File: config.mk
export PLATFORM = sky130hd
export DESIGN_NAME = rv_inst_encoder_flat
export DESIGN_NICKNAME = d
export VERILOG_FILES = /design/src/rtl/rv_inst_encoder_if.sv /design/src/rtl/rv_inst_encoder.sv /design/src/flat_wrapper.sv
export SDC_FILE = /design/constraint.sdc
export NUM_CORES = 1
export LEC_CHECK = 0
export BUFFER_PORTS_ARGS = -buffer_cell sky130_fd_sc_hd__buf_2
export CAP_MARGIN = 20
export CORE_ASPECT_RATIO = 0.75
export CORE_MARGIN = 2
export CORE_UTILIZATION = 45
export CTS_CLUSTER_DIAMETER = 40
export DETAILED_ROUTE_END_ITERATION = 10
export PLACE_DENSITY = 0.75
export SLEW_MARGIN = 25
export SYNTH_ARGS = -nofsm -noshare
export SYNTH_HDL_FRONTEND = slang
export SYNTH_SLANG_ARGS = --single-unit
File: constraint.sdc
create_clock -name clk -period 2 [get_ports clk]
set_clock_uncertainty 0.05 [all_clocks]
set_input_delay 0.2 -clock clk [delete_from_list [all_inputs] [get_ports clk]]
set_output_delay 0.2 -clock clk [all_outputs]
set_load 0.01 [all_outputs]
File: src/rtl/rv_inst_encoder_if.sv
// Descriptor stream in, IROM write port out, for the RV32I instruction encoder.
// slave is the encoder's view; master is the view of the surrounding
// environment, which supplies descriptors and sinks IROM writes.
interface rv_inst_encoder_if #(
    parameter int unsigned ADDR_W = 14
);
    // Descriptor stream
    logic              in_valid;
    logic              in_ready;
    logic [2:0]        in_fmt;
    logic [4:0]        in_rd;
    logic [4:0]        in_rs1;
    logic [4:0]        in_rs2;
    logic [2:0]        in_fun3;
    logic              in_alt;
    logic [31:0]       in_imm;
    logic              in_last;
    // IROM write port
    logic              irom_we;
    logic              irom_ready;
    logic [ADDR_W-1:0] irom_addr;
    logic [31:0]       irom_wdata;

    modport slave (
        input  in_valid, in_fmt, in_rd, in_rs1, in_rs2, in_fun3, in_alt, in_imm, in_last,
        output in_ready,
        output irom_we, irom_addr, irom_wdata,
        input  irom_ready
    );

    modport master (
        output in_valid, in_fmt, in_rd, in_rs1, in_rs2, in_fun3, in_alt, in_imm, in_last,
        input  in_ready,
        input  irom_we, irom_addr, irom_wdata,
        output irom_ready
    );
endinterface

File: src/rtl/rv_inst_encoder.sv
// Streaming RV32I instruction encoder: packs descriptors into instruction words
// and writes them to consecutive IROM addresses through one output register.
module rv_inst_encoder #(
    parameter int unsigned ADDR_W    = 14,
    parameter int unsigned BASE_ADDR = 0
) (
    input  logic              clk,
    input  logic              rst_n,
    input  logic              start,
    rv_inst_encoder_if.slave  bus,
    output logic              busy,
    output logic              done,
    output logic              err,
    output logic [1:0]        err_code,
    output logic [ADDR_W:0]   count
);

    localparam logic [ADDR_W-1:0] BaseAddr = BASE_ADDR[ADDR_W-1:0];
    localparam logic [ADDR_W-1:0] AddrOne  = 1;
    localparam logic [ADDR_W:0]   CountOne = 1;

    localparam logic [6:0] OpR      = 7'b0110011;
    localparam logic [6:0] OpImm    = 7'b0010011;
    localparam logic [6:0] OpLoad   = 7'b0000011;
    localparam logic [6:0] OpJalr   = 7'b1100111;
    localparam logic [6:0] OpStore  = 7'b0100011;
    localparam logic [6:0] OpBranch = 7'b1100011;
    localparam logic [6:0] OpLui    = 7'b0110111;
    localparam logic [6:0] OpJal    = 7'b1101111;

    localparam logic [1:0] ErrImm  = 2'd1;
    localparam logic [1:0] ErrFun3 = 2'd2;
    localparam logic [1:0] ErrWrap = 2'd3;

    typedef enum logic [1:0] {StIdle, StRun, StDone} state_e;

    state_e            state_q, state_d;
    logic              we_q, we_d;
    logic [31:0]       wdata_q, wdata_d;
    logic [ADDR_W-1:0] addr_q, addr_d;
    logic [ADDR_W:0]   count_q, count_d;
    logic              err_q, err_d;
    logic [1:0]        code_q, code_d;
    logic              last_taken_q, last_taken_d;

    logic              in_ready_int;
    logic              start_ok;
    logic              accept;
    logic              complete;
    logic              drain;
    logic [31:0]       enc_word;
    logic [1:0]        enc_code;

    logic signed [31:0] imm_s;
    logic               fits_i;
    logic               fits_b;
    logic               fits_j;
    logic               is_shift;

    assign imm_s    = bus.in_imm;
    assign fits_i   = (imm_s >= -32'sd2048) && (imm_s <= 32'sd2047);
    assign fits_b   = (imm_s >= -32'sd4096) && (imm_s <= 32'sd4094) && !imm_s[0];
    assign fits_j   = (imm_s >= -32'sd1048576) && (imm_s <= 32'sd1048574) && !imm_s[0];
    assign is_shift = (bus.in_fun3 == 3'b001) || (bus.in_fun3 == 3'b101);

    assign start_ok = start && (state_q != StRun);
    assign accept   = bus.in_valid && in_ready_int;
    assign complete = we_q && bus.irom_ready;
    // The last descriptor has been taken and the output register empties this cycle.
    assign drain    = last_taken_q && (!we_q || bus.irom_ready);

    // Descriptor to instruction word, plus the legality verdict for it.
    always_comb begin
        enc_word = '0;
        enc_code = 2'd0;
        case (bus.in_fmt)
            3'd0: enc_word = {bus.in_alt ? 7'b0100000 : 7'b0000000, bus.in_rs2, bus.in_rs1,
                              bus.in_fun3, bus.in_rd, OpR};
            3'd1: begin
                if (is_shift) begin
                    enc_word = {1'b0, bus.in_alt, 5'b00000, bus.in_imm[4:0], bus.in_rs1,
                                bus.in_fun3, bus.in_rd, OpImm};
                    if (|bus.in_imm[31:5]) enc_code = ErrImm;
                end else begin
                    enc_word = {bus.in_imm[11:0], bus.in_rs1, bus.in_fun3, bus.in_rd, OpImm};
                    if (!fits_i) enc_code = ErrImm;
                end
            end
            3'd2: begin
                enc_word = {bus.in_imm[11:0], bus.in_rs1, 3'b010, bus.in_rd, OpLoad};
                if (!fits_i) enc_code = ErrImm;
            end
            3'd3: begin
                enc_word = {bus.in_imm[11:0], bus.in_rs1, 3'b000, bus.in_rd, OpJalr};
                if (!fits_i) enc_code = ErrImm;
            end
            3'd4: begin
                enc_word = {bus.in_imm[11:5], bus.in_rs2, bus.in_rs1, 3'b010, bus.in_imm[4:0],
                            OpStore};
                if (!fits_i) enc_code = ErrImm;
            end
            3'd5: begin
                enc_word = {bus.in_imm[12], bus.in_imm[10:5], bus.in_rs2, bus.in_rs1,
                            bus.in_fun3, bus.in_imm[4:1], bus.in_imm[11], OpBranch};
                // An unencodable condition outranks a bad offset.
                if (bus.in_fun3 == 3'b010 || bus.in_fun3 == 3'b011) enc_code = ErrFun3;
                else if (!fits_b)                                    enc_code = ErrImm;
            end
            3'd6: begin
                enc_word = {bus.in_imm[31:12], bus.in_rd, OpLui};
                if (|bus.in_imm[11:0]) enc_code = ErrImm;
            end
            3'd7: begin
                enc_word = {bus.in_imm[20], bus.in_imm[10:1], bus.in_imm[11], bus.in_imm[19:12],
                            bus.in_rd, OpJal};
                if (!fits_j) enc_code = ErrImm;
            end
            default: ;
        endcase
    end

    // FSM state register.
    always_ff @(posedge clk or negedge rst_n) begin
        if (!rst_n) state_q <= StIdle;
        else        state_q <= state_d;
    end

    // FSM next state.
    always_comb begin
        state_d = state_q;
        case (state_q)
            StIdle:  if (start) state_d = StRun;
            StRun:   if (drain) state_d = StDone;
            StDone:  if (start) state_d = StRun;
            default: state_d = StIdle;
        endcase
    end

    // FSM outputs.
    always_comb begin
        busy         = (state_q == StRun);
        done         = (state_q == StDone);
        in_ready_int = (state_q == StRun) && (!we_q || bus.irom_ready) && !last_taken_q;
    end

    // Output register, address/count and error bookkeeping.
    always_comb begin
        logic err_seen;
        we_d         = we_q;
        wdata_d      = wdata_q;
        addr_d       = addr_q;
        count_d      = count_q;
        err_d        = err_q;
        code_d       = code_q;
        last_taken_d = last_taken_q;
        err_seen     = err_q;
        if (start_ok) begin
            addr_d       = BaseAddr;
            count_d      = '0;
            err_d        = 1'b0;
            code_d       = 2'd0;
            last_taken_d = 1'b0;
        end else begin
            if (complete) begin
                we_d    = 1'b0;
                addr_d  = addr_q + AddrOne;
                count_d = count_q + CountOne;
                // The wrapping write belongs to an older descriptor, so it is recorded first.
                if (addr_q == '1) begin
                    err_d = 1'b1;
                    if (!err_seen) code_d = ErrWrap;
                    err_seen = 1'b1;
                end
            end
            if (accept) begin
                if (bus.in_last) last_taken_d = 1'b1;
                if (enc_code != 2'd0) begin
                    err_d = 1'b1;
                    if (!err_seen) code_d = enc_code;
                end else begin
                    we_d    = 1'b1;
                    wdata_d = enc_word;
                end
            end
        end
    end

    // Datapath registers.
    always_ff @(posedge clk or negedge rst_n) begin
        if (!rst_n) begin
            we_q         <= 1'b0;
            wdata_q      <= '0;
            addr_q       <= BaseAddr;
            count_q      <= '0;
            err_q        <= 1'b0;
            code_q       <= 2'd0;
            last_taken_q <= 1'b0;
        end else begin
            we_q         <= we_d;
            wdata_q      <= wdata_d;
            addr_q       <= addr_d;
            count_q      <= count_d;
            err_q        <= err_d;
            code_q       <= code_d;
            last_taken_q <= last_taken_d;
        end
    end

    assign bus.in_ready   = in_ready_int;
    assign bus.irom_we    = we_q;
    assign bus.irom_addr  = addr_q;
    assign bus.irom_wdata = wdata_q;
    assign err            = err_q;
    assign err_code       = code_q;
    assign count          = count_q;

endmodule

File: src/flat_wrapper.sv
// flat-port wrapper written by rule: the top's interface ports become plain ports
module rv_inst_encoder_flat 
#(
    parameter int unsigned ADDR_W    = 14,
    parameter int unsigned BASE_ADDR = 0
)
  (clk, rst_n, start, busy, done, err, err_code, count, bus_in_valid, bus_in_fmt, bus_in_rd, bus_in_rs1, bus_in_rs2, bus_in_fun3, bus_in_alt, bus_in_imm, bus_in_last, bus_in_ready, bus_irom_we, bus_irom_addr, bus_irom_wdata, bus_irom_ready);
  rv_inst_encoder_if #(.ADDR_W(ADDR_W)) bus_i ();
  input  logic clk;
  input  logic rst_n;
  input  logic start;
  output logic busy;
  output logic done;
  output logic err;
  output logic [1:0] err_code;
  output logic [ADDR_W:0] count;
  input wire logic [$bits(bus_i.in_valid)-1:0] bus_in_valid;
  input wire logic [$bits(bus_i.in_fmt)-1:0] bus_in_fmt;
  input wire logic [$bits(bus_i.in_rd)-1:0] bus_in_rd;
  input wire logic [$bits(bus_i.in_rs1)-1:0] bus_in_rs1;
  input wire logic [$bits(bus_i.in_rs2)-1:0] bus_in_rs2;
  input wire logic [$bits(bus_i.in_fun3)-1:0] bus_in_fun3;
  input wire logic [$bits(bus_i.in_alt)-1:0] bus_in_alt;
  input wire logic [$bits(bus_i.in_imm)-1:0] bus_in_imm;
  input wire logic [$bits(bus_i.in_last)-1:0] bus_in_last;
  output wire logic [$bits(bus_i.in_ready)-1:0] bus_in_ready;
  output wire logic [$bits(bus_i.irom_we)-1:0] bus_irom_we;
  output wire logic [$bits(bus_i.irom_addr)-1:0] bus_irom_addr;
  output wire logic [$bits(bus_i.irom_wdata)-1:0] bus_irom_wdata;
  input wire logic [$bits(bus_i.irom_ready)-1:0] bus_irom_ready;
  assign bus_i.in_valid = bus_in_valid;
  assign bus_i.in_fmt = bus_in_fmt;
  assign bus_i.in_rd = bus_in_rd;
  assign bus_i.in_rs1 = bus_in_rs1;
  assign bus_i.in_rs2 = bus_in_rs2;
  assign bus_i.in_fun3 = bus_in_fun3;
  assign bus_i.in_alt = bus_in_alt;
  assign bus_i.in_imm = bus_in_imm;
  assign bus_i.in_last = bus_in_last;
  assign bus_in_ready = bus_i.in_ready;
  assign bus_irom_we = bus_i.irom_we;
  assign bus_irom_addr = bus_i.irom_addr;
  assign bus_irom_wdata = bus_i.irom_wdata;
  assign bus_i.irom_ready = bus_irom_ready;
  rv_inst_encoder #(.ADDR_W(ADDR_W), .BASE_ADDR(BASE_ADDR)) u_core (.clk(clk), .rst_n(rst_n), .start(start), .bus(bus_i), .busy(busy), .done(done), .err(err), .err_code(err_code), .count(count));
endmodule
Yosys cells after proc, flatten, opt, wreduce, memory -nomap -nowiden
Index checks and enable logic that the tools add are counted.

storage, ports and cells
  output and inout port bits = 68
  word-level logic and storage cells = 102
  bits of input ports = 60
  bits in registers = 68

cells by class
  add/sub/neg operators = 2
  order comparisons = 6
  mux-type cells = 37
  bitwise logic cells = 2
  reduce and logical (&&, ||, !) cells = 30
  equality and inequality tests = 17

operators by type and width
  cell                   number
  $pmux 32 s8            1
  $ge 32x12->1 const B   1
  $ge 32x13->1 const B   1
  $ge 32x21->1 const B   1
  $le 32x12->1 const B   1
  $le 32x13->1 const B   1
  $le 32x21->1 const B   1
  $mux 32                1
  $mux 15                2
  $mux 14                2
  $reduce_or 27->1       1
  $mux 2                 11
  $mux 1                 17
  $add 15x1->15 const B  1
  $eq 3x3->1 const B     5
  $add 14x1->14 const B  1
  $eq 14x14->1 const B   1
  $eq 3x2->1 const B     4
  $reduce_or 12->1       1
  $logic_and 1x1->1      11
  $pmux 2 s5             1
  $reduce_bool 2->1      4
  $eq 3x1->1 const B     2
  $mux 6                 1
  13 further kinds       21

Longest topological paths before layout
Gate-level depths: netlist of the first run.

  depth after elaboration = 10
  mapped depth = 9
  gate-level depth less buffers = 7

Least setup slack after synthesis of the first run
Ideal clock, no wire load.

  path type = reg2reg
  start point = register u_core.we_q, in the netlist u_core.bus.irom_we
  end point = register u_core.wdata_q[10], in the netlist u_core.bus.irom_wdata[10]
  data arrival time = 2.020 ns
  period minus slack after synthesis = 2.195 ns
  setup time = 0.125 ns
  path buffers = 1
  required time = 1.825 ns
  stages on the path, launching flop included = 8
  path slack = -0.195 ns
  cell sequence = dfrtp_1 > nor2b_1 > nor4b_1 > nand2_1 > a21oi_1 > nand3_2 > buf_6 > mux2_4

between the ends
  longest elaborated chain between the ends = 6

RTL lines
  element                            line                    RTL
  start: declaration                 rv_inst_encoder.sv:38   logic we_q, we_d;
  start signal: assignment           rv_inst_encoder.sv:199  we_q <= we_d;
  $logic_not 1->1                    rv_inst_encoder.sv:143  in_ready_int = (state_q == StRun) && (!we_q || bus.irom_ready) && !last_taken_q;
  $logic_or 1x1->1                   rv_inst_encoder.sv:143
  $logic_and 1x1->1 (2 in a row)     rv_inst_encoder.sv:143
  $logic_and 1x1->1                  rv_inst_encoder.sv:67   assign accept = bus.in_valid && in_ready_int;
  $reduce_and 3->1 (no source line)  --
  end signal: assignment             rv_inst_encoder.sv:200  wdata_q <= wdata_d;
  end: declaration                   rv_inst_encoder.sv:39   logic [31:0] wdata_q, wdata_d;

Every way passes these cells.
A chain may end at the register's enable or synchronous reset.

Final worst setup path of the first run
  start point = input bus_in_imm[15]
  end point = register u_core.wdata_q[15], in the netlist u_core.bus.irom_wdata[15]

between the ends
  longest elaborated chain between the ends = 9
  elaborated cells on any way between the ends = 23
  those cells by class = order compare: 6; mux: 8; bitwise: 1; reduce/logical: 8

RTL lines
  element                                              line                    RTL
  start: declaration                                   flat_wrapper.sv:24      input wire logic [$bits(bus_i.in_imm)-1:0] bus_in_imm;
  $ge 32x13->1 / $le 32x13->1 (equally long branches)  rv_inst_encoder.sv:62   assign fits_b = (imm_s >= -32'sd4096) && (imm_s <= 32'sd4094) && !imm_s[0];
  $logic_and 1x1->1 (2 in a row)                       rv_inst_encoder.sv:62
  $mux 1                                               rv_inst_encoder.sv:107  else if (!fits_b) enc_code = ErrImm;
  $mux 2                                               rv_inst_encoder.sv:106  if (bus.in_fun3 == 3'b010 || bus.in_fun3 == 3'b011) enc_code = ErrFun3;
  $pmux 2 s5                                           rv_inst_encoder.sv:76   case (bus.in_fmt)
  $reduce_bool 2->1                                    rv_inst_encoder.sv:177  if (enc_code != 2'd0) begin
  $not 1->1 (no source line)                           --
  $reduce_and 3->1 (no source line)                    --

Several ways; a longest one is shown, not always the timed one.

==> results of run 1 <==
-- synth_stat cells (6+ instances only) --
cell,instances
dfrtp_1,67
nand2_1,61
nor2_1,52
mux2_4,23
a21oi_1,20
nand4_1,20
xor2_1,18
inv_1,16
clkbuf_1,12
a22o_1,9
nand3_1,9
o21ai_0,8
and3_1,7
a31oi_1,6
mux2i_1,6
xnor2_1,6
-- metal layers --
metal	global-route usage	routed length, microns
met5	0	0
met4	0.0773	157
met3	0.0556	622
met2	0.390	5120
met1	0.356	5500
-- worst reg2reg max path, cell delays in order (launching register included) --
cell and delay [ns]:
dfrtp_1 0.37, nand2b_1 0.23, nor4b_2 0.31, nand2_1 0.08, a21oi_1 0.15, nand3_2 0.12, buf_12 0.21, mux2_4 0.32
-- repair_timing --
item                                    4_1_cts  5_1_grt
endpoints found under the hold margin        67        0
gates resized for setup                       0        3
hold buffers                                  1        0
endpoints found under the setup margin        0       27
-- state kept, by name (all words and copies together) (netlist names) --
name and count:
u_core.last_taken_q 1, u_core.err 1, u_core.count 15, u_core.bus.irom_wdata 31, u_core.bus.irom_we 1, u_core.bus.irom_addr 14
u_core.err_code 2, u_core.state_q 2
-- per-stage QoR --
| stage | total power [mW] | TNS (ns) | utilization | cells | setup slack [ns] |
|---|---|---|---|---|---|
| 6_report | 5.26 | 0 | 0.645 | 713 | 0.00276 |
| 5_1_grt | 5.56 | -1.54 | 0.645 | 713 | -0.0776 |
| 3_3_place_gp | 3.76 | -7.92 | 0.610 | 698 | -0.287 |
| 4_1_cts | 5.30 | 0 | 0.644 | 713 | 0.0101 |
| 2_1_floorplan | 2.99 | -3.21 | - | 409 | -0.141 |
| 3_5_place_dp | 3.82 | -8.84 | 0.610 | 698 | -0.326 |
-- power groups by stage --
stage / combinational [mW] / clock (mW) / sequential [mW]
2_1_floorplan: 0.872 / 0 / 2.12
3_3_place_gp: 1.80 / 0 / 1.96
3_5_place_dp: 1.84 / 0 / 1.98
4_1_cts: 1.85 / 1.48 / 1.97
5_1_grt: 2.00 / 1.54 / 2.02
6_report: 1.85 / 1.43 / 1.97
-- how the worst min path moves through the flow --
| stage | slack [ns] | cells after the start | end |
|---|---|---|---|
| 3_5_place_dp | 0.20 | 2 | u_core.bus.irom_wdata[15] |
| 4_1_cts | 0.05 | 2 | u_core.last_taken_q |
| 2_1_floorplan | -0.15 | 0 | u_core.bus.irom_addr[0] |
| 6_report | 0.06 | 2 | u_core.last_taken_q |
| 5_1_grt | 0.06 | 2 | u_core.last_taken_q |
| 3_3_place_gp | 0.19 | 2 | u_core.bus.irom_wdata[16] |
-- area by class of cell --
cell class              count  area share
clock buffers              12      0.0474
clock inverters             2     0.00231
inverters                  16      0.0111
multi-input cells         309       0.381
flip-flops and latches     67       0.310
well taps                 108      0.0250
repair buffers            199       0.224
-- cells by family (layout without fill, tap and decap cells) --
logic type               after synthesis  after routing  share of synthesized area
AND/OR/NAND/NOR                      186            186                      0.236
flip-flops                            67             67                      0.435
AO/OA/AOI/OAI                         65             65                      0.112
buffers and inverters                 33            229                     0.0390
multiplexers                          32             32                      0.117
XOR/XNOR                              24             24                     0.0546
adder cells (fa/ha/maj)                2              2                    0.00649
==> reports/qor.yml, run 1 <==
drive_gt1_frac: 0.410
finalWirelength_microns: 11400
rsz0062_at_grt: "yes"
synth-edff-count: 0
setup.worst_path.end_class: "register"
finalCritPeriodShare: 0.999
cpLargestDelayFamily: "simple AND/OR/NAND/NOR gates"
io_buffers: 127
cp-start-kind: "primary input"
final.fill_count: 697
drv_slew: 0
synthFlopType: "dfrtp_1"
ys_types: 54
core-area_sq_um: 8380
synth.net_count: 471
worstSetupPathType: "primary input to register"
stdcell_area_sq_um: 5410
yosysWarnings: 0
peakVddDrop_mv: 0.707
power.leakage_nw: 2.90
grt.overflow.total: 0
hold_violations: 0
synth-seq-cells: 67
max_freq_mhz: 501
place.gp.congestion: 0.892
syn-instance-count: 409
swShare: 0.323
htree_levels: 3
whs_ns: 0.0635
min_from: "bus_in_last"
startpoint: "bus_in_imm[15]"
viasPerCell: 5.23
pwr-share-clk: 0.273
vias: 3731
register_area_sq_um: 1680
multi_input_area_sq_um: 2060
combPwrFrac: 0.353
post-route-min-period_ns: 2.00
cp-endpoint: "u_core.bus.irom_wdata[15]"
ioPinCount: 128
avgRoutedWirePerCell_microns: 16.0
rr_startpoint: "u_core.state_q[1]"
grt_usage: 0.251
clock_path_buffers: 2
cp_max_fo: 25
grt_pass1_wl_microns: 18700
syn_to_final_growth_pct: 40.4
max_stage_delay_ns: 0.54
clk_pin_slew_worst_paths_ns: 0.05
layout_common_cells: "126 x buf_2, 69 x buf_4, 67 x dfrtp_1"
synth_area_leaders: "dfrtp_1 44%, mux2_4 9.0%, nand2_1 5.9%"
intPower_mw: 3.56
path_buf_inv: 2
crit_arrival_ns: 2.15
relSlewSlack: 0.711
nNetsFinal: 664
synth_area_sq_um: 3850
ys_async_sr_fraction: 1.00
switching_power_mw: 1.70
grt_max_degree: 68
worstPathCellList: "buf_6 -> or4_4 -> nor3_4 -> a211oi_2 -> nor4b_4 -> nand3_2 -> buf_12 -> mux2_4"
cts.sinks: 67
rrSetupSlack_ns: 0.04
drc: 0
die_w_microns: 111
synth_top_cell_area_share: 0.435
num_antenna_cells: 0
cellPowerDensity_nw_per_um2: 972
drt_iter0_drc: 224
cpMaxStageDelayCell: "or4_4"
reg2reg_depth: 7
critPathRequiredTime_ns: 2.15
initial_utilization: 0.460
die_area_sq_um: 9320
setup-violations-final: 0
placed_cell_area_sq_um: 5110
drv_cap: 0
syn_avg_cell_area_sq_um: 9.42
place_hpwl_microns: 8660
drt_first_pass_iters: 4
ant_nets: 0
cts_buffers: 9
seqPwrFrac: 0.375
yosysTopAreaCell: "dfrtp_1"
cts_setup_buffers: 0
status: "finished clean"
path_depth: 8
die_y_microns: 84.1
worstSkewPairLatency_ns: 0.32
worstMarginPinSlew_ns: 0.430
cts_tree: "built"
final_common_cell: "buf_2"
hold_class: "primary input to register"
seq_area_frac_synth: 0.435
r2r-end: "u_core.bus.irom_wdata[15]"
first_global_vias: 3667
cts-root-buf: "clkbuf_16"
antenna_found_initial: 0
rows: 29
(Power assumes the default switching activity.)
==> run 2: changes to the inputs <==
--- a/config.mk
+++ b/config.mk
@@ -9,10 +9,9 @@
 export CAP_MARGIN = 20
 export CORE_ASPECT_RATIO = 0.75
 export CORE_MARGIN = 2
-export CORE_UTILIZATION = 45
+export CORE_UTILIZATION = 29
 export CTS_CLUSTER_DIAMETER = 40
 export DETAILED_ROUTE_END_ITERATION = 10
-export PLACE_DENSITY = 0.75
 export SLEW_MARGIN = 25
 export SYNTH_ARGS = -nofsm -noshare
 export SYNTH_HDL_FRONTEND = slang
==> run 2 against run 1 <==
Against the previous run: the run now ends with setup timing left; core utilization fell by 21 points; clock-buffer cell count fell by 1; maximum frequency fell by 1.2%; non-clock buffer count rose by 7; via count rose by 0.70%; sequential power barely moved; final area rose by 4.1%; global-route usage fell by 7.8 points; sequential cell count did not move; first-iteration DRC count fell by 4.9%; die area rose by 53%; highest routed layer unchanged.
==> reports/qor.yml, run 2 (synthesis results as in run 1) <==
worstPathCellList: "buf_2 -> nor4_1 -> and3_2 -> buf_4 -> a211oi_2 -> nor4b_4 -> nand3_2 -> buf_12 -> mux2_4"
hold_violations: 0  # unchanged
viasPerCell: 4.79  # -8.4%
place.gp.congestion: 0.871  # -2.4%
worstSkewPairLatency_ns: 0.33  # about the same
drv_slew: 0  # unchanged
pre_cts_slack_ns: -0.323  # +0.00229 ns
max_stage_delay_ns: 0.37  # -0.17 ns
grt_max_degree: 30  # -56%
cts-root-buf: "clkbuf_16"
cellPowerDensity_nw_per_um2: 1010  # +4.4%
drv_cap: 0  # unchanged
finalPower_mw: 5.71  # +8.6%
cts_tree: "built"
htree_levels: 3  # unchanged
r2r-end: "u_core.bus.irom_wdata[15]"
relSlewSlack: 0.759  # +0.0480
layout_common_cells: "126 x buf_2, 74 x buf_4, 67 x dfrtp_1"
place_hpwl_microns: 9610  # +11%
violations: "setup timing"
drt_first_pass_iters: 4  # unchanged
die_w_microns: 137  # +24%
setup.worst_path.end_class: "register"
post-route-min-period_ns: 2.02  # +0.0253 ns
crit_arrival_ns: 2.18  # +0.03 ns
status: "finished with violations"
worstMarginPinSlew_ns: 0.358  # -0.0723 ns
finalCritPeriodShare: 1.01  # +0.0126
cts.sinks: 67  # unchanged
rr_startpoint: "u_core.bus.irom_we"
holdPathStages: 2  # unchanged
antenna_found_initial: 0  # unchanged
final.fill_count: 1323  # +90%
vias: 3757  # +0.70%
num_antenna_cells: 0  # unchanged
min_from: "bus_in_last"
initial_utilization: 0.297  # -0.163
peakVddDrop_mv: 0.433  # -39%
cts_buffers: 9  # unchanged
cpMaxStageDelayCell: "nor4_1"
worstSetupPathType: "primary input to register"
rsz0062_at_grt: "yes"
max_freq_mhz: 494  # -1.2%
drt_iter0_drc: 213  # -4.9%
syn_to_final_growth_pct: 46.2
clk_pin_slew_worst_paths_ns: 0.05  # about the same
ioPinCount: 128  # unchanged
largest_reg_flops: 31  # unchanged
avgRoutedWirePerCell_microns: 15.4  # -3.6%
power.leakage_nw: 2.98  # +2.8%
io_buffers: 127  # unchanged
rrSetupSlack_ns: 0.07  # +0.03 ns
reg2reg_depth: 8  # +1
core-area_sq_um: 13000  # +55%
grt.overflow.total: 0  # unchanged
grt_pass1_wl_microns: 19200  # +2.5%
ant_nets: 0  # unchanged
die_y_microns: 104  # +23%
setup_tns_ns: -0.247  # -0.247 ns
cp-start-kind: "primary input"
finalWirelength_microns: 12100  # +6.0%
rows: 36  # +24%
drive_gt1_frac: 0.421  # +0.0110
setup-violations-final: 17  # +17
grt_usage: 0.173  # -0.0779
clock_path_buffers: 2  # unchanged
drc: 0  # unchanged
final_common_cell: "buf_2"
critPathRequiredTime_ns: 2.16  # about the same
setup_slack_ns: -0.0225  # -0.0253 ns
cp_max_fo: 20  # -20%
hold_class: "primary input to register"
die_area_sq_um: 14200  # +53%
first_global_vias: 3753  # +2.3%
cpLargestDelayFamily: "simple AND/OR/NAND/NOR gates"
whs_endpoint: "u_core.last_taken_q"
path_buf_inv: 3  # +1
nNetsFinal: 671  # +1.1%
run 2: worst max-delay path by stage:
| stage | to | slack [ns] | from | cells after the start |
|---|---|---|---|---|
| detailed placement | u_core.bus.irom_wdata[29] | -0.32 | bus_in_imm[20] | 8 |
| CTS | u_core.bus.irom_wdata[6] | 0.003 | bus_in_imm[20] | 10 |
| floorplan | u_core.bus.irom_wdata[10] | -0.14 | bus_in_imm[15] | 7 |
| finish | u_core.bus.irom_wdata[15] | -0.02 | bus_in_imm[20] | 9 |
| global route | u_core.bus.irom_wdata[22] | -0.08 | bus_in_imm[20] | 8 |
| global placement | u_core.bus.irom_wdata[29] | -0.31 | bus_in_imm[20] | 8 |
run 2: timing repair:
item / 4_1_cts / 5_1_grt
setup endpoints to repair: 0 / 29
buffers inserted: 0 / 5
endpoints found under the hold margin: 13 / 0
gates resized for setup: 0 / 8
hold buffers: 1 / 0
run 2: area by class of cell:
cell class	count	area [sq um]	area share
Inverter	16	60.1	0.0107
Multi-Input combinational cell	309	2070	0.367
Clock buffer	11	243	0.0431
Tap cell	171	214	0.0380
Timing Repair Buffer	206	1270	0.226
Clock inverter	4	98.8	0.0175
Sequential cell	67	1680	0.298
run 2: power by group:
| group | internal, mW | switching [mW] |
|---|---|---|
| sequential | 1.73 | 0.236 |
| clock | 1.25 | 0.580 |
| combinational | 0.999 | 0.922 |
| total | 3.97 | 1.74 |
run 2: per-layer routing:
metal	global-route usage	wire length [microns]	vias to the layer above
met2	0.259	5290	103
met4	0.0457	177	0
met3	0.0455	766	14
li1	-	-	1854
met1	0.247	5850	1786
met5	0	0	-
run 2: worst register-to-register path, stage by stage (launching register included):
cell	delay, ns
dfrtp_1	0.38
nor2b_1	0.16
nor4b_2	0.25
buf_4	0.17
nand2_1	0.06
a21oi_2	0.11
nand3_2	0.12
buf_12	0.20
mux2_4	0.31
run 2: through the flow:
step           area [sq um]   util  hold WS, ns  instances
3_3_place_gp           5210  0.402       0.0764        763
4_1_cts                5560  0.429       0.0464        779
5_1_grt                5630  0.434       0.0431        784
6_report               5630  0.434       0.0603        784
2_1_floorplan          3870      -       -0.146        409
3_5_place_dp           5210  0.402       0.0800        763
==> run 3: changes to the inputs <==
--- a/config.mk
+++ b/config.mk
@@ -12,6 +12,7 @@
 export CORE_UTILIZATION = 29
 export CTS_CLUSTER_DIAMETER = 40
 export DETAILED_ROUTE_END_ITERATION = 10
+export SKIP_LAST_GASP = 1
 export SLEW_MARGIN = 25
 export SYNTH_ARGS = -nofsm -noshare
 export SYNTH_HDL_FRONTEND = slang
==> run 3 against run 2 <==
Against the previous run: the flow still finishes with violations (setup timing); first-iteration DRC count increased by 5.2%; die area unchanged; sequential power about the same; sequential cell count unchanged; register-to-register slack about the same; final area about the same; combinational power about the same; critical path depth unchanged; sequential share of layout area about the same; via count increased by 0.35%; clock-buffer cell count unchanged; setup slack got worse by 0.0013 ns; critical path type unchanged; critical endpoint unchanged; largest power group unchanged; highest routed layer unchanged.
==> reports/qor.yml, run 3 (synthesis results as in run 1) <==
status: "finished with violations"
violations: "setup timing"
syn_to_final_growth_pct: 46.1  # about the same
nNetsFinal: 671  # unchanged
htree_levels: 3  # unchanged
die_y_microns: 104  # unchanged
crit_arrival_ns: 2.18  # about the same
drv_cap: 0  # unchanged
fin_cells: 784  # unchanged
worstSkewPairLatency_ns: 0.33  # about the same
finalCritPeriodShare: 1.01  # about the same
post-route-min-period_ns: 2.02  # +0.00125 ns
core-area_sq_um: 13000  # unchanged
io_buffers: 127  # unchanged
die_area_sq_um: 14200  # unchanged
final_common_cell: "buf_2"
ant_nets: 0  # unchanged
layout_common_cells: "126 x buf_2, 75 x buf_4, 67 x dfrtp_1"
setup.worst_path.end_class: "register"
max_freq_mhz: 494  # about the same
power.leakage_nw: 2.98  # about the same
rsz0062_at_grt: "yes"
drt_iter0_drc: 224  # +5.2%
vias: 3770  # +0.35%
place.gp.congestion: 0.871  # unchanged
setup-violations-final: 17  # unchanged
setup_slack_ns: -0.0238  # -0.00125 ns
relSlewSlack: 0.758  # -0.00155
worstMarginPinSlew_ns: 0.360  # +0.00230 ns
cts_buffers: 9  # unchanged
antenna_found_initial: 0  # unchanged
clk_pin_slew_worst_paths_ns: 0.05  # about the same
cts-root-buf: "clkbuf_16"
cts_tree: "built"
grt.overflow.total: 0  # unchanged
worstSetupPathType: "primary input to register"
hold_violations: 0  # unchanged
rows: 36  # unchanged
grt_max_degree: 30  # unchanged
finalWirelength_microns: 12100  # about the same
grt_pass1_wl_microns: 19200  # unchanged
pre_cts_slack_ns: -0.323  # unchanged
die_w_microns: 137  # unchanged
num_antenna_cells: 0  # unchanged
cp_max_fo: 20  # unchanged
cp-start-kind: "primary input"
hold_class: "primary input to register"
peakVddDrop_mv: 0.430  # -0.70%
drv_slew: 0  # unchanged
drt_first_pass_iters: 4  # unchanged
drive_gt1_frac: 0.421  # unchanged
place_inst: 763  # unchanged
cts.sinks: 67  # unchanged
drc: 0  # unchanged
viasPerCell: 4.81  # +0.35%
largest_reg_flops: 31  # unchanged
grt_usage: 0.173  # unchanged
initial_utilization: 0.297  # unchanged
avgRoutedWirePerCell_microns: 15.4  # about the same
first_global_vias: 3753  # unchanged
cellPowerDensity_nw_per_um2: 1010  # about the same
ioPinCount: 128  # unchanged
clock_path_buffers: 2  # unchanged
place_hpwl_microns: 9610  # unchanged
critPathRequiredTime_ns: 2.16  # about the same
-- run 3: cell counts in the layout (fill, tap and decap cells not counted) --
Identical to the previous run, type by type.
-- run 3: per-layer routing --
metal	up-vias	wire (microns)	part of all wire	track usage
met5	-	0	0	0
li1	1851	-	-	-
met2	112	5290	0.44	0.259
met1	1794	5760	0.48	0.247
met3	13	863	0.071	0.0455
met4	0	165	0.014	0.0457
-- run 3: power breakdown --
group          switching [mW]  leakage [nW]  internal, mW  total, mW
registers               0.235         0.873          1.73       1.96
clock network           0.580         0.166          1.25       1.83
logic                   0.922          1.94         0.998       1.92
-- run 3: final cells by class --
| type | instances | area (sq um) |
|---|---|---|
| clock buffer | 11 | 243 |
| clock inverter | 4 | 98.8 |
| fill | 1322 | 7340 |
| inverter | 16 | 60.1 |
| multi-input combinational | 309 | 2070 |
| sequential | 67 | 1680 |
| tap | 171 | 214 |
| timing repair buffer | 206 | 1270 |
-- run 3: repair_timing --
action	in CTS	in global routing
hold buffers	1	0
hold endpoints to repair	13	0
buffers inserted	0	5
setup endpoints to repair	0	29
resized for setup	0	7
-- run 3: worst paths after layout --
kind                                                   to                from  cells after the start  slack [ns]
worst max-delay path            u_core.bus.irom_wdata[15]      bus_in_imm[20]                      9       -0.02
worst min-delay path                  u_core.last_taken_q         bus_in_last                      2        0.06
worst max register to register  u_core.bus.irom_wdata[15]  u_core.bus.irom_we                      8        0.07
worst min register to register          u_core.state_q[0]   u_core.state_q[0]                      1        0.43
max in group asynchronous                u_core.count[11]               rst_n                      3        1.05
min in group asynchronous        u_core.bus.irom_addr[10]               rst_n                      2        0.26
-- run 3: critical path: stages --
cell and delay [ns]:
buf_2 0.12, nor4_1 0.37, and3_2 0.33, buf_4 0.14, a211oi_2 0.08, nor4b_4 0.27
nand3_2 0.16, buf_12 0.20, mux2_4 0.31
-- run 3: per-stage QoR --
step / hold WS, ns / setup TNS [ns] / util / power (mW) / cell area (sq um)
after floorplan: -0.146 / -3.21 / - / 2.99 / 3870
after global placement: 0.0764 / -9.36 / 0.402 / 3.84 / 5210
after detailed placement: 0.0800 / -9.47 / 0.402 / 3.88 / 5210
after CTS: 0.0464 / 0 / 0.429 / 5.75 / 5560
after global routing: 0.0431 / -1.65 / 0.434 / 6.04 / 5630
final: 0.0599 / -0.263 / 0.434 / 5.71 / 5630
